File: config.mk
export PLATFORM = sky130hd
export DESIGN_NAME = reflet_boot_mapper
export DESIGN_NICKNAME = d
export VERILOG_FILES = /design/src/rtl/reflet_mem_pkg.sv /design/src/rtl/reflet_boot_mapper.sv
export SDC_FILE = /design/constraint.sdc
export NUM_CORES = 1
export LEC_CHECK = 0
export CAP_MARGIN = 20
export CORE_MARGIN = 10
export CORE_UTILIZATION = 38
export CTS_BUF_LIST = sky130_fd_sc_hd__clkbuf_8
export DETAILED_ROUTE_END_ITERATION = 6
export GPL_TIMING_DRIVEN = 1
export PLACE_DENSITY = 0.88
export SLEW_MARGIN = 20
export SYNTH_ARGS = -nofsm -noshare
export SYNTH_HDL_FRONTEND = slang
export SYNTH_SLANG_ARGS = --single-unit
File: constraint.sdc
create_clock -name clk -period 4.7 [get_ports clk]
set_input_delay 0.94 -clock clk [delete_from_list [all_inputs] [get_ports clk]]
set_output_delay 0.94 -clock clk [all_outputs]
set_load 0.01 [all_outputs]
File: src/rtl/reflet_mem_pkg.sv
// Shared memory-map constants, FSM state encoding and address decode for the
// Reflet boot mapper.
package reflet_mem_pkg;

  localparam logic [15:0] DEF_ROM_BASE  = 16'h7E00;
  localparam logic [15:0] DEF_ROM_TOP   = 16'h7FFF;
  localparam logic [15:0] DEF_CTRL_ADDR = 16'hFF00;

  typedef enum logic [1:0] {
    IDLE    = 2'd0,
    RD_ROM  = 2'd1,
    RD_RAM  = 2'd2,
    RD_CTRL = 2'd3
  } state_e;

  typedef enum logic [1:0] {
    REG_RAM  = 2'd0,
    REG_ROM  = 2'd1,
    REG_CTRL = 2'd2
  } region_e;

  // The control register wins over the window so a parameterisation that
  // overlaps the two still leaves the register reachable.
  function automatic region_e decode_addr(
    input logic [15:0] addr,
    input logic        boot_active,
    input logic [15:0] rom_base,
    input logic [15:0] rom_top,
    input logic [15:0] ctrl_addr
  );
    if (addr == ctrl_addr) begin
      return REG_CTRL;
    end else if (boot_active && (addr >= rom_base) && (addr <= rom_top)) begin
      return REG_ROM;
    end else begin
      return REG_RAM;
    end
  endfunction

endpackage

File: src/rtl/reflet_boot_mapper.sv
// Overlays the bootloader ROM onto the CPU address space until software
// clears the boot control register; all other traffic goes to RAM.
module reflet_boot_mapper #(
  parameter logic [15:0] ROM_BASE  = reflet_mem_pkg::DEF_ROM_BASE,
  parameter logic [15:0] ROM_TOP   = reflet_mem_pkg::DEF_ROM_TOP,
  parameter logic [15:0] CTRL_ADDR = reflet_mem_pkg::DEF_CTRL_ADDR
) (
  input  logic        clk,
  input  logic        reset,
  input  logic [15:0] cpu_addr,
  input  logic [7:0]  cpu_wdata,
  input  logic        cpu_read,
  input  logic        cpu_write,
  output logic [7:0]  cpu_rdata,
  output logic        cpu_ready,
  output logic [14:0] rom_addr,
  output logic        rom_enable,
  input  logic [7:0]  rom_data,
  output logic [15:0] ram_addr,
  output logic [7:0]  ram_wdata,
  output logic        ram_write,
  output logic        ram_enable,
  input  logic [7:0]  ram_rdata,
  output logic        boot_active
);
  import reflet_mem_pkg::*;

  state_e      state_q, state_d;
  logic        boot_active_q, boot_active_d;
  logic [14:0] rom_addr_q, rom_addr_d;
  region_e     region;

  always_comb begin
    region = decode_addr(cpu_addr, boot_active_q, ROM_BASE, ROM_TOP, CTRL_ADDR);
  end

  always_comb begin
    state_d       = state_q;
    boot_active_d = boot_active_q;
    rom_addr_d    = rom_addr_q;
    cpu_ready     = 1'b0;
    cpu_rdata     = 8'h00;
    rom_enable    = 1'b0;
    rom_addr      = rom_addr_q;
    ram_addr      = cpu_addr;
    ram_wdata     = cpu_wdata;
    ram_write     = 1'b0;
    ram_enable    = 1'b0;

    case (state_q)
      IDLE: begin
        rom_addr = cpu_addr[14:0];
        if (cpu_write) begin
          cpu_ready = 1'b1;
          if (region == REG_CTRL) begin
            if (!cpu_wdata[0]) boot_active_d = 1'b0;
          end else begin
            // Window writes shadow into RAM even while the ROM is mapped.
            ram_write  = 1'b1;
            ram_enable = 1'b1;
          end
        end else if (cpu_read) begin
          rom_addr_d = cpu_addr[14:0];
          case (region)
            REG_ROM: begin
              rom_enable = 1'b1;
              state_d    = RD_ROM;
            end
            REG_CTRL: state_d = RD_CTRL;
            default: begin
              ram_enable = 1'b1;
              state_d    = RD_RAM;
            end
          endcase
        end
      end
      RD_ROM: begin
        // Keep the ROM enabled so its registered output is not disturbed.
        rom_enable = 1'b1;
        cpu_ready  = 1'b1;
        cpu_rdata  = rom_data;
        state_d    = IDLE;
      end
      RD_RAM: begin
        cpu_ready = 1'b1;
        cpu_rdata = ram_rdata;
        state_d   = IDLE;
      end
      RD_CTRL: begin
        cpu_ready = 1'b1;
        cpu_rdata = {7'b0, boot_active_q};
        state_d   = IDLE;
      end
      default: state_d = IDLE;
    endcase

    // Outputs are quiet for the whole reset cycle, including an abandoned read.
    if (!reset) begin
      cpu_ready  = 1'b0;
      cpu_rdata  = 8'h00;
      rom_enable = 1'b0;
      ram_enable = 1'b0;
      ram_write  = 1'b0;
    end
  end

  always_ff @(posedge clk) begin
    if (!reset) begin
      state_q       <= IDLE;
      boot_active_q <= 1'b1;
      rom_addr_q    <= '0;
    end else begin
      state_q       <= state_d;
      boot_active_q <= boot_active_d;
      rom_addr_q    <= rom_addr_d;
    end
  end

  assign boot_active = boot_active_q;

endmodule

After elaboration in Yosys (flattened, before gate mapping)
Index checks and enable logic that the tools add are counted.
{"block": "op_classes", "n_eq_ne": 8, "mux": 26, "reduce_logical": 8, "bitwise_logic": 2, "n_lt_le_gt_ge": 2}
{"operator": "$pmux 8 s3", "n": 1}
{"operator": "$eq 16x16->1 const B", "n": 1}
{"operator": "$ge 16x15->1 const B", "n": 1}
{"operator": "$le 16x15->1 const B", "n": 1}
{"operator": "$mux 1", "n": 16}
{"operator": "$mux 15", "n": 1}
{"operator": "$mux 8", "n": 1}
{"operator": "$pmux 2 s2", "n": 2}
{"operator": "$eq 2x2->1 const B", "n": 3}
{"operator": "$mux 2", "n": 3}
{"operator": "$eq 2x1->1 const B", "n": 2}
{"operator": "$ne 2x2->1 const B", "n": 2}
{"operator": "$pmux 1 s2", "n": 2}
{"operator": "$reduce_and 4->1", "n": 1}
{"operator": "$reduce_and 3->1", "n": 1}
{"operator": "$reduce_or 3->1", "n": 1}
{"operator": "$logic_and 1x1->1", "n": 2}
{"operator": "$logic_not 2->1", "n": 1}
{"operator": "$not 1->1", "n": 2}
{"operator": "$reduce_and 2->1", "n": 1}
{"operator": "$reduce_or 2->1", "n": 1}
{"block": "word_totals", "wordCells": 49, "ff_bits": 18}

Longest topological paths before layout
Gate-level depths: netlist of the first run.
{"block": "depth", "word_depth": 12, "ltp_mapped": 5, "depth_no_buf": 3}

Least setup slack after synthesis of the first run
No wires, ideal clock.
{"block": "synth_timing", "path_kind": "input to output", "start": "in cpu_addr[1]", "end": "out ram_enable", "path_slack_ns": 1.836, "required_time_ns": 3.760, "path_buffers": 0, "arrival_time_ns": 1.924, "cell_stages": 3, "path_cell_list": "or4_4 -> nor4_4 -> a211oi_1"}
{"block": "synth_via", "elab_chain_cells": 12, "word_cells_on_any_way": 16, "cone_classes": "order compare: 2; eq/ne: 3; mux: 8; reduce/logical: 3"}
{"item": "start: declaration", "line": "reflet_boot_mapper.sv:10", "text": "input logic [15:0] cpu_addr,"}
{"item": "$ge 16x15->1", "line": "reflet_mem_pkg.sv:33", "text": "end else if (boot_active && (addr >= rom_base) && (addr <= rom_top)) begin"}
{"item": "$logic_and 1x1->1 (2 in a row)", "line": "reflet_mem_pkg.sv:33"}
{"item": "$mux 1", "line": "reflet_mem_pkg.sv:33"}
{"item": "$mux 2 *", "line": "reflet_mem_pkg.sv:31", "text": "if (addr == ctrl_addr) begin"}
{"item": "$eq 2x2->1 / $eq 2x1->1 (equally long branches)", "line": "reflet_boot_mapper.sv:55, reflet_boot_mapper.sv:64"}
{"item": "$reduce_or 2->1 (no line)"}
{"item": "$mux 1", "line": "reflet_boot_mapper.sv:64", "text": "case (region)"}
{"item": "$mux 1", "line": "reflet_boot_mapper.sv:62", "text": "end else if (cpu_read) begin"}
{"item": "$mux 1 *", "line": "reflet_boot_mapper.sv:53", "text": "if (cpu_write) begin"}
{"item": "$mux 1 *", "line": "reflet_boot_mapper.sv:50", "text": "case (state_q)"}
{"item": "$mux 1 *", "line": "reflet_boot_mapper.sv:98", "text": "if (!reset) begin"}
{"item": "end: declaration", "line": "reflet_boot_mapper.sv:22", "text": "output logic ram_enable,"}
Every way passes the cells marked *; elsewhere a longest branch is shown, timed or not.

Final worst setup path of the first run
{"block": "layout_timing", "start": "in cpu_write", "end": "out rom_enable"}
{"block": "layout_via", "elab_chain_cells": 3}
{"item": "start: declaration", "line": "reflet_boot_mapper.sv:13", "text": "input logic cpu_write,"}
{"item": "$mux 1", "line": "reflet_boot_mapper.sv:53"}
{"item": "$pmux 1 s2", "line": "reflet_boot_mapper.sv:50"}
{"item": "$mux 1", "line": "reflet_boot_mapper.sv:98"}
{"item": "end: declaration", "line": "reflet_boot_mapper.sv:17", "text": "output logic rom_enable,"}
No other way between the ends.

==> results of run 1 <==
==> power groups by stage <==
| stage | Sequential [mW] | Combinational, mW | Clock, mW |
|---|---|---|---|
| 2_1_floorplan | 0.165 | 0.0650 | 0 |
| 3_3_place_gp | 0.166 | 0.128 | 0 |
| 3_5_place_dp | 0.166 | 0.129 | 0 |
| 4_1_cts | 0.162 | 0.130 | 0.128 |
| 5_1_grt | 0.163 | 0.138 | 0.135 |
| 6_report | 0.162 | 0.128 | 0.125 |
==> layer usage <==
metal	GRT usage [%]	vias up	part of all wire [%]
met3	6.31	0	11
met1	14.4	563	42
met4	1.61	0	0
li1	-	619	-
met2	21.3	60	46
met5	0	-	0
==> cell families (layout without fill, tap and decap cells) <==
logic type | count (synthesis) | count (layout) | share of synthesized area (%)
AOI/OAI and AO/OA | 29 | 29 | 16.5
DFF | 18 | 18 | 27.4
buffers and inverters | 35 | 89 | 17.4
and+or+nand+nor | 57 | 57 | 25.1
muxes | 16 | 16 | 13.7
==> final cells by class <==
| cell class | count | share of cell area [%] |
|---|---|---|
| repair buffers | 83 | 40.6 |
| multi-input cells | 102 | 35.8 |
| flip-flops and latches | 18 | 17.7 |
| well taps | 46 | 2.83 |
| clock buffers | 4 | 2.71 |
| inverters | 2 | 0.369 |
==> worst paths after layout <==
| check | start | to | slack [ns] | cells after the start |
|---|---|---|---|---|
| worst min register to register | rom_addr_q[2] | rom_addr_q[2] | 0.46 | 2 |
| worst max-delay path | cpu_write | rom_enable | 0.80 | 6 |
| worst max register to register | state_q[0] | boot_active | 3.10 | 3 |
| worst min-delay path | rom_addr_q[2] | rom_addr_q[2] | 0.46 | 2 |
==> worst max-delay path: stages <==
cell             delay (ns)
clkdlybuf4s50_1        0.49
or4b_1                 0.48
buf_4                  0.20
nor3_1                 0.14
o211a_1                0.15
clkdlybuf4s50_1        0.54
==> placed cells by master (no fill, tap or decap), types with 2 or more instances in the layout <==
master / synthesis / layout
dfxtp_1: 18 / 18
buf_4: 25 / 2
a21boi_0: 6 / 6
mux2_2: 16 / 16
inv_1: 2 / 2
nor2_1: 2 / 2
nor3_1: 2 / 2
a22oi_1: 8 / 8
nand2_1: 31 / 31
clkbuf_8: 0 / 4
a21boi_1: 10 / 10
nand4b_1: 2 / 2
clkdlybuf4s50_1: 0 / 81
nor2b_1: 11 / 11
==> registers in the layout, summed over array words and instances (netlist names) <==
signal	count
state_q	2
boot_active	1
rom_addr_q	15
==> stage by stage <==
stage | hold slack [ns] | setup slack (ns) | cell area (µm²)
6_report | 0.462 | 0.804 | 2030
5_1_grt | 0.479 | 0.612 | 2030
4_1_cts | 0.465 | 0.793 | 2030
3_5_place_dp | 0.454 | 0.798 | 1980
3_3_place_gp | 0.443 | 0.828 | 1980
2_1_floorplan | 0.433 | 1.84 | 1320
==> results.json, run 1 <==
{
  "post_cts_buffers": 0,
  "die_width_um": 78.9,
  "ys_seq_elements": 18,
  "synth_top_area_share_pct": 27.4,
  "dp_hpwl_mm": 3.35,
  "cts_buffer_depth": 2,
  "required_ns": 3.76,
  "status": "finished clean",
  "wirelength_mm": 4.09,
  "p_sw_share_pct": 24.9,
  "vias": 1242,
  "fin_nets": 254,
  "antenna_found_initial": 0,
  "num-fill-cells": 303,
  "p_leak_nw": 0.752,
  "maxCapViolCount": 0,
  "start_util_pct": 39.5,
  "synth.most_common_cell": "nand2_1",
  "cts_tree": "yes",
  "start_kind": "input port",
  "slew_headroom_pct": 45.4,
  "post-route-drc-count": 0,
  "synth_edf_count": 0,
  "mappedNetlistArea_um2": 1320,
  "finalCritPeriodShare_pct": 82.9,
  "synthFlopType": "dfxtp_1",
  "grt_pass1_vias": 1246,
  "setup_viol": 0,
  "yosys.area.top_type": "dfxtp_1",
  "drv_slew": 0,
  "hp-class": "reg -> reg",
  "die_y_um": 78.9,
  "multiInputGateArea_um2": 728,
  "synth_cell_type_count": 28,
  "core_area_um2": 3340,
  "max-vdd-ir-drop_mv": 0.154,
  "power_density_nw_per_um2": 204,
  "regArea_um2": 360,
  "cts_buffers": 3,
  "p_int_mw": 0.312,
  "antenna_left": 0,
  "fmax_ghz": 0.257,
  "cp.arrival_ns": 2.96,
  "floorplan.die_area_um2": 6220,
  "worstMarginPinSlew_ns": 0.818,
  "rows": 21,
  "crit_fanout": 16,
  "setup_tns_ns": 0,
  "cp-end-kind": "output pin",
  "portBuffers": 81,
  "dp_cells": 251,
  "io_pins": 96,
  "cts_resized": 0,
  "grt_util_all_layers_pct": 12.6,
  "ys_warn_count": 0,
  "ys_async_sr_fraction_pct": 0,
  "netlist_instances": 155,
  "synth_area_leaders": "dfxtp_1 (27%), buf_4 (14%), mux2_2 (14%), nand2_1 (8.8%), a21boi_1 (5.7%)",
  "switchingPower_mw": 0.103,
  "p_seq_share_pct": 39.1,
  "area_delta_synth_final_pct": 54.4,
  "finalHoldViolCount": 0,
  "syn-num-nets": 199,
  "pwr-share-clk_pct": 30.1,
  "period_minus_slack_ns": 3.90,
  "clock_latency_ns": 0.25,
  "combPwrFrac_pct": 30.8,
  "rsz0062_at_grt": "false",
  "drt_iter0_markers": 74,
  "finalPower_mw": 0.416,
  "crit_type": "in -> out",
  "path_clk_slew_ns": 0.07,
  "drive_gt1_share_pct": 12.9,
  "cts_sinks": 18,
  "grt_pass1_wl_mm": 6.48,
  "cts-root-buf": "clkbuf_8",
  "via_per_inst": 4.87,
  "wl_per_cell_um": 16.1,
  "instances_no_fill": 255,
  "diodes": 0,
  "place_congestion": 0.753,
  "yosysSeqAreaShare_pct": 27.4,
  "worst_clock_skew_ns": 0.000732,
  "htree_levels": 1,
  "grt_max_degree": 21,
  "hold_buffers": 0,
  "final_util_pct": 61.0,
  "dr.pass1.iters": 4,
  "avgSynthCellArea_um2": 8.50,
  "grt_overflow": 0,
  "yosys-top-cells-count": "nand2_1 (31), buf_4 (25), dfxtp_1 (18), mux2_2 (16), nor2b_1 (11)"
}
Note: power is estimated with default switching activity, not from simulation.
==> run 2: changes to the inputs <==
--- a/config.mk
+++ b/config.mk
@@ -7,11 +7,11 @@
 export LEC_CHECK = 0
 export CAP_MARGIN = 20
 export CORE_MARGIN = 10
-export CORE_UTILIZATION = 38
+export CORE_UTILIZATION = 32
 export CTS_BUF_LIST = sky130_fd_sc_hd__clkbuf_8
 export DETAILED_ROUTE_END_ITERATION = 6
 export GPL_TIMING_DRIVEN = 1
-export PLACE_DENSITY = 0.88
+export PLACE_DENSITY = 0.79
 export SLEW_MARGIN = 20
 export SYNTH_ARGS = -nofsm -noshare
 export SYNTH_HDL_FRONTEND = slang
==> constraint.sdc (replaced) <==
create_clock -name clk -period 3.4 [get_ports clk]
set_input_delay 0.68 -clock clk [delete_from_list [all_inputs] [get_ports clk]]
set_output_delay 0.68 -clock clk [all_outputs]
set_load 0.01 [all_outputs]
==> run 2 against run 1 <==
Clock skew grew 0.00053 ns. Clock power rose by 36%. Hold slack worse by 0.0087 ns. Non-clock buffer count grew 9. Flip-flop and latch count is the same. Largest power group unchanged. Highest routed layer is now met4.
==> results.json, run 2 (same netlist as run 1, synthesis figures left out) <==
{
  "status": "finished clean",
  "crit_fanout": 4,
  "num-fill-cells": 392,
  "portBuffers": 81,
  "grt_max_degree": 19,
  "max-vdd-ir-drop_mv": 0.179,
  "power_density_nw_per_um2": 274,
  "largest_register_ff_count": 15,
  "die_width_um": 84.2,
  "io_pins": 96,
  "crit_type": "in -> out",
  "grt_pass1_vias": 1332,
  "finalCritPeriodShare_pct": 97.3,
  "finalHoldViolCount": 0,
  "grt_pass1_wl_mm": 7.00,
  "diodes": 0,
  "cts_buffer_depth": 2,
  "final_cell_mix": "clkdlybuf4s50_1 (80), nand2_1 (31), dfxtp_1 (18)",
  "vias": 1276,
  "core_area_um2": 4000,
  "period_minus_slack_ns": 3.31,
  "cts_tree": "yes",
  "maxCapViolCount": 0,
  "setup_tns_ns": 0,
  "drive_gt1_share_pct": 16.5,
  "start_kind": "input port",
  "slew_headroom_pct": 59.5,
  "start_util_pct": 32.9,
  "instances_no_fill": 268,
  "rows": 23,
  "antenna_found_initial": 0,
  "dr.pass1.iters": 4,
  "cp.arrival_ns": 2.63,
  "final_util_pct": 52.7,
  "top_register": "rom_addr_q",
  "place_congestion": 0.730,
  "cts_sinks": 18,
  "setup_viol": 0,
  "path_clk_slew_ns": 0.07,
  "grt_overflow": 0,
  "final_common_cell": "clkdlybuf4s50_1",
  "required_ns": 2.72,
  "wirelength_mm": 4.32,
  "fin_nets": 263,
  "worst_clock_skew_ns": 0.00126,
  "rsz0062_at_grt": "false",
  "hold_buffers": 0,
  "cts_buffers": 3,
  "drv_slew": 0,
  "wl_per_cell_um": 16.1,
  "cts-root-buf": "clkbuf_8",
  "die_y_um": 84.2,
  "clock_latency_ns": 0.24,
  "via_per_inst": 4.76,
  "post-route-drc-count": 0,
  "htree_levels": 1,
  "p_leak_nw": 0.809,
  "hp-class": "reg -> reg",
  "drt_iter0_markers": 51,
  "dp_cells": 262,
  "cp-end-kind": "output pin",
  "dp_hpwl_mm": 3.50,
  "area_delta_synth_final_pct": 60.1,
  "worstMarginPinSlew_ns": 0.605,
  "fmax_ghz": 0.302,
  "floorplan.die_area_um2": 7080,
  "antenna_left": 0,
  "finalPower_mw": 0.578,
  "grt_util_all_layers_pct": 11.7
}
==> run 2: cell types whose count changed in the layout (fill, tap and decap cells not counted) <==
| cell | previous run | this run |
|---|---|---|
| dlymetal6s2s_1 | 0 | 1 |
| buf_4 | 2 | 11 |
| clkdlybuf4s50_1 | 81 | 80 |
==> run 2: final cells by class <==
cell class | count | area [µm²] | area share, %
Multi-Input combinational cell | 102 | 728 | 34.5
Tap cell | 50 | 62.6 | 2.97
Inverter | 2 | 7.51 | 0.356
Clock buffer | 4 | 55.1 | 2.61
Sequential cell | 18 | 360 | 17.1
Timing Repair Buffer | 92 | 896 | 42.5
==> run 2: timing repair <==
| action | CTS | global route |
|---|---|---|
| endpoints found under the setup margin | 0 | 2 |
| gates resized for setup | 0 | 1 |
| buffers inserted | 0 | 2 |
==> run 2: critical path, stage by stage <==
cell and delay, ns:
clkdlybuf4s50_1 0.47, or4b_4 0.56, nor4_4 0.35, nor3_1 0.08
clkdlybuf4s50_1 0.49
==> run 2: power by group <==
| group | switching (mW) | internal, mW | leakage, nW |
|---|---|---|---|
| logic | 0.0693 | 0.114 | 0.634 |
| registers | 0.00505 | 0.220 | 0.147 |
| clock network | 0.0675 | 0.103 | 0.0288 |
==> run 2: path summary, 6_finish.rpt <==
path                                    start       endpoint  slack [ns]  cells after the start
worst max register to register     state_q[0]     state_q[0]        1.78                      4
worst min-delay path            rom_addr_q[2]  rom_addr_q[2]        0.45                      2
worst min register to register  rom_addr_q[2]  rom_addr_q[2]        0.45                      2
worst max-delay path              cpu_addr[6]      ram_write        0.09                      5
==> run 2: metrics by stage <==
stage          setup WS, ns  cell area, µm²  hold WS (ns)
6_report             0.0921            2110         0.453
4_1_cts              0.0490            2090         0.455
3_5_place_dp         0.0480            2040         0.445
2_1_floorplan          1.06            1320         0.433
3_3_place_gp          0.102            2040         0.440
5_1_grt             0.00830            2110         0.470
==> run 2: routing by layer <==
metal	GRT usage, %	share of wire, %	up-vias
met2	17.9	41	64
met3	6.28	13	2
met5	0	0	-
met4	1.37	0.23	0
li1	-	-	638
met1	14.4	45	572
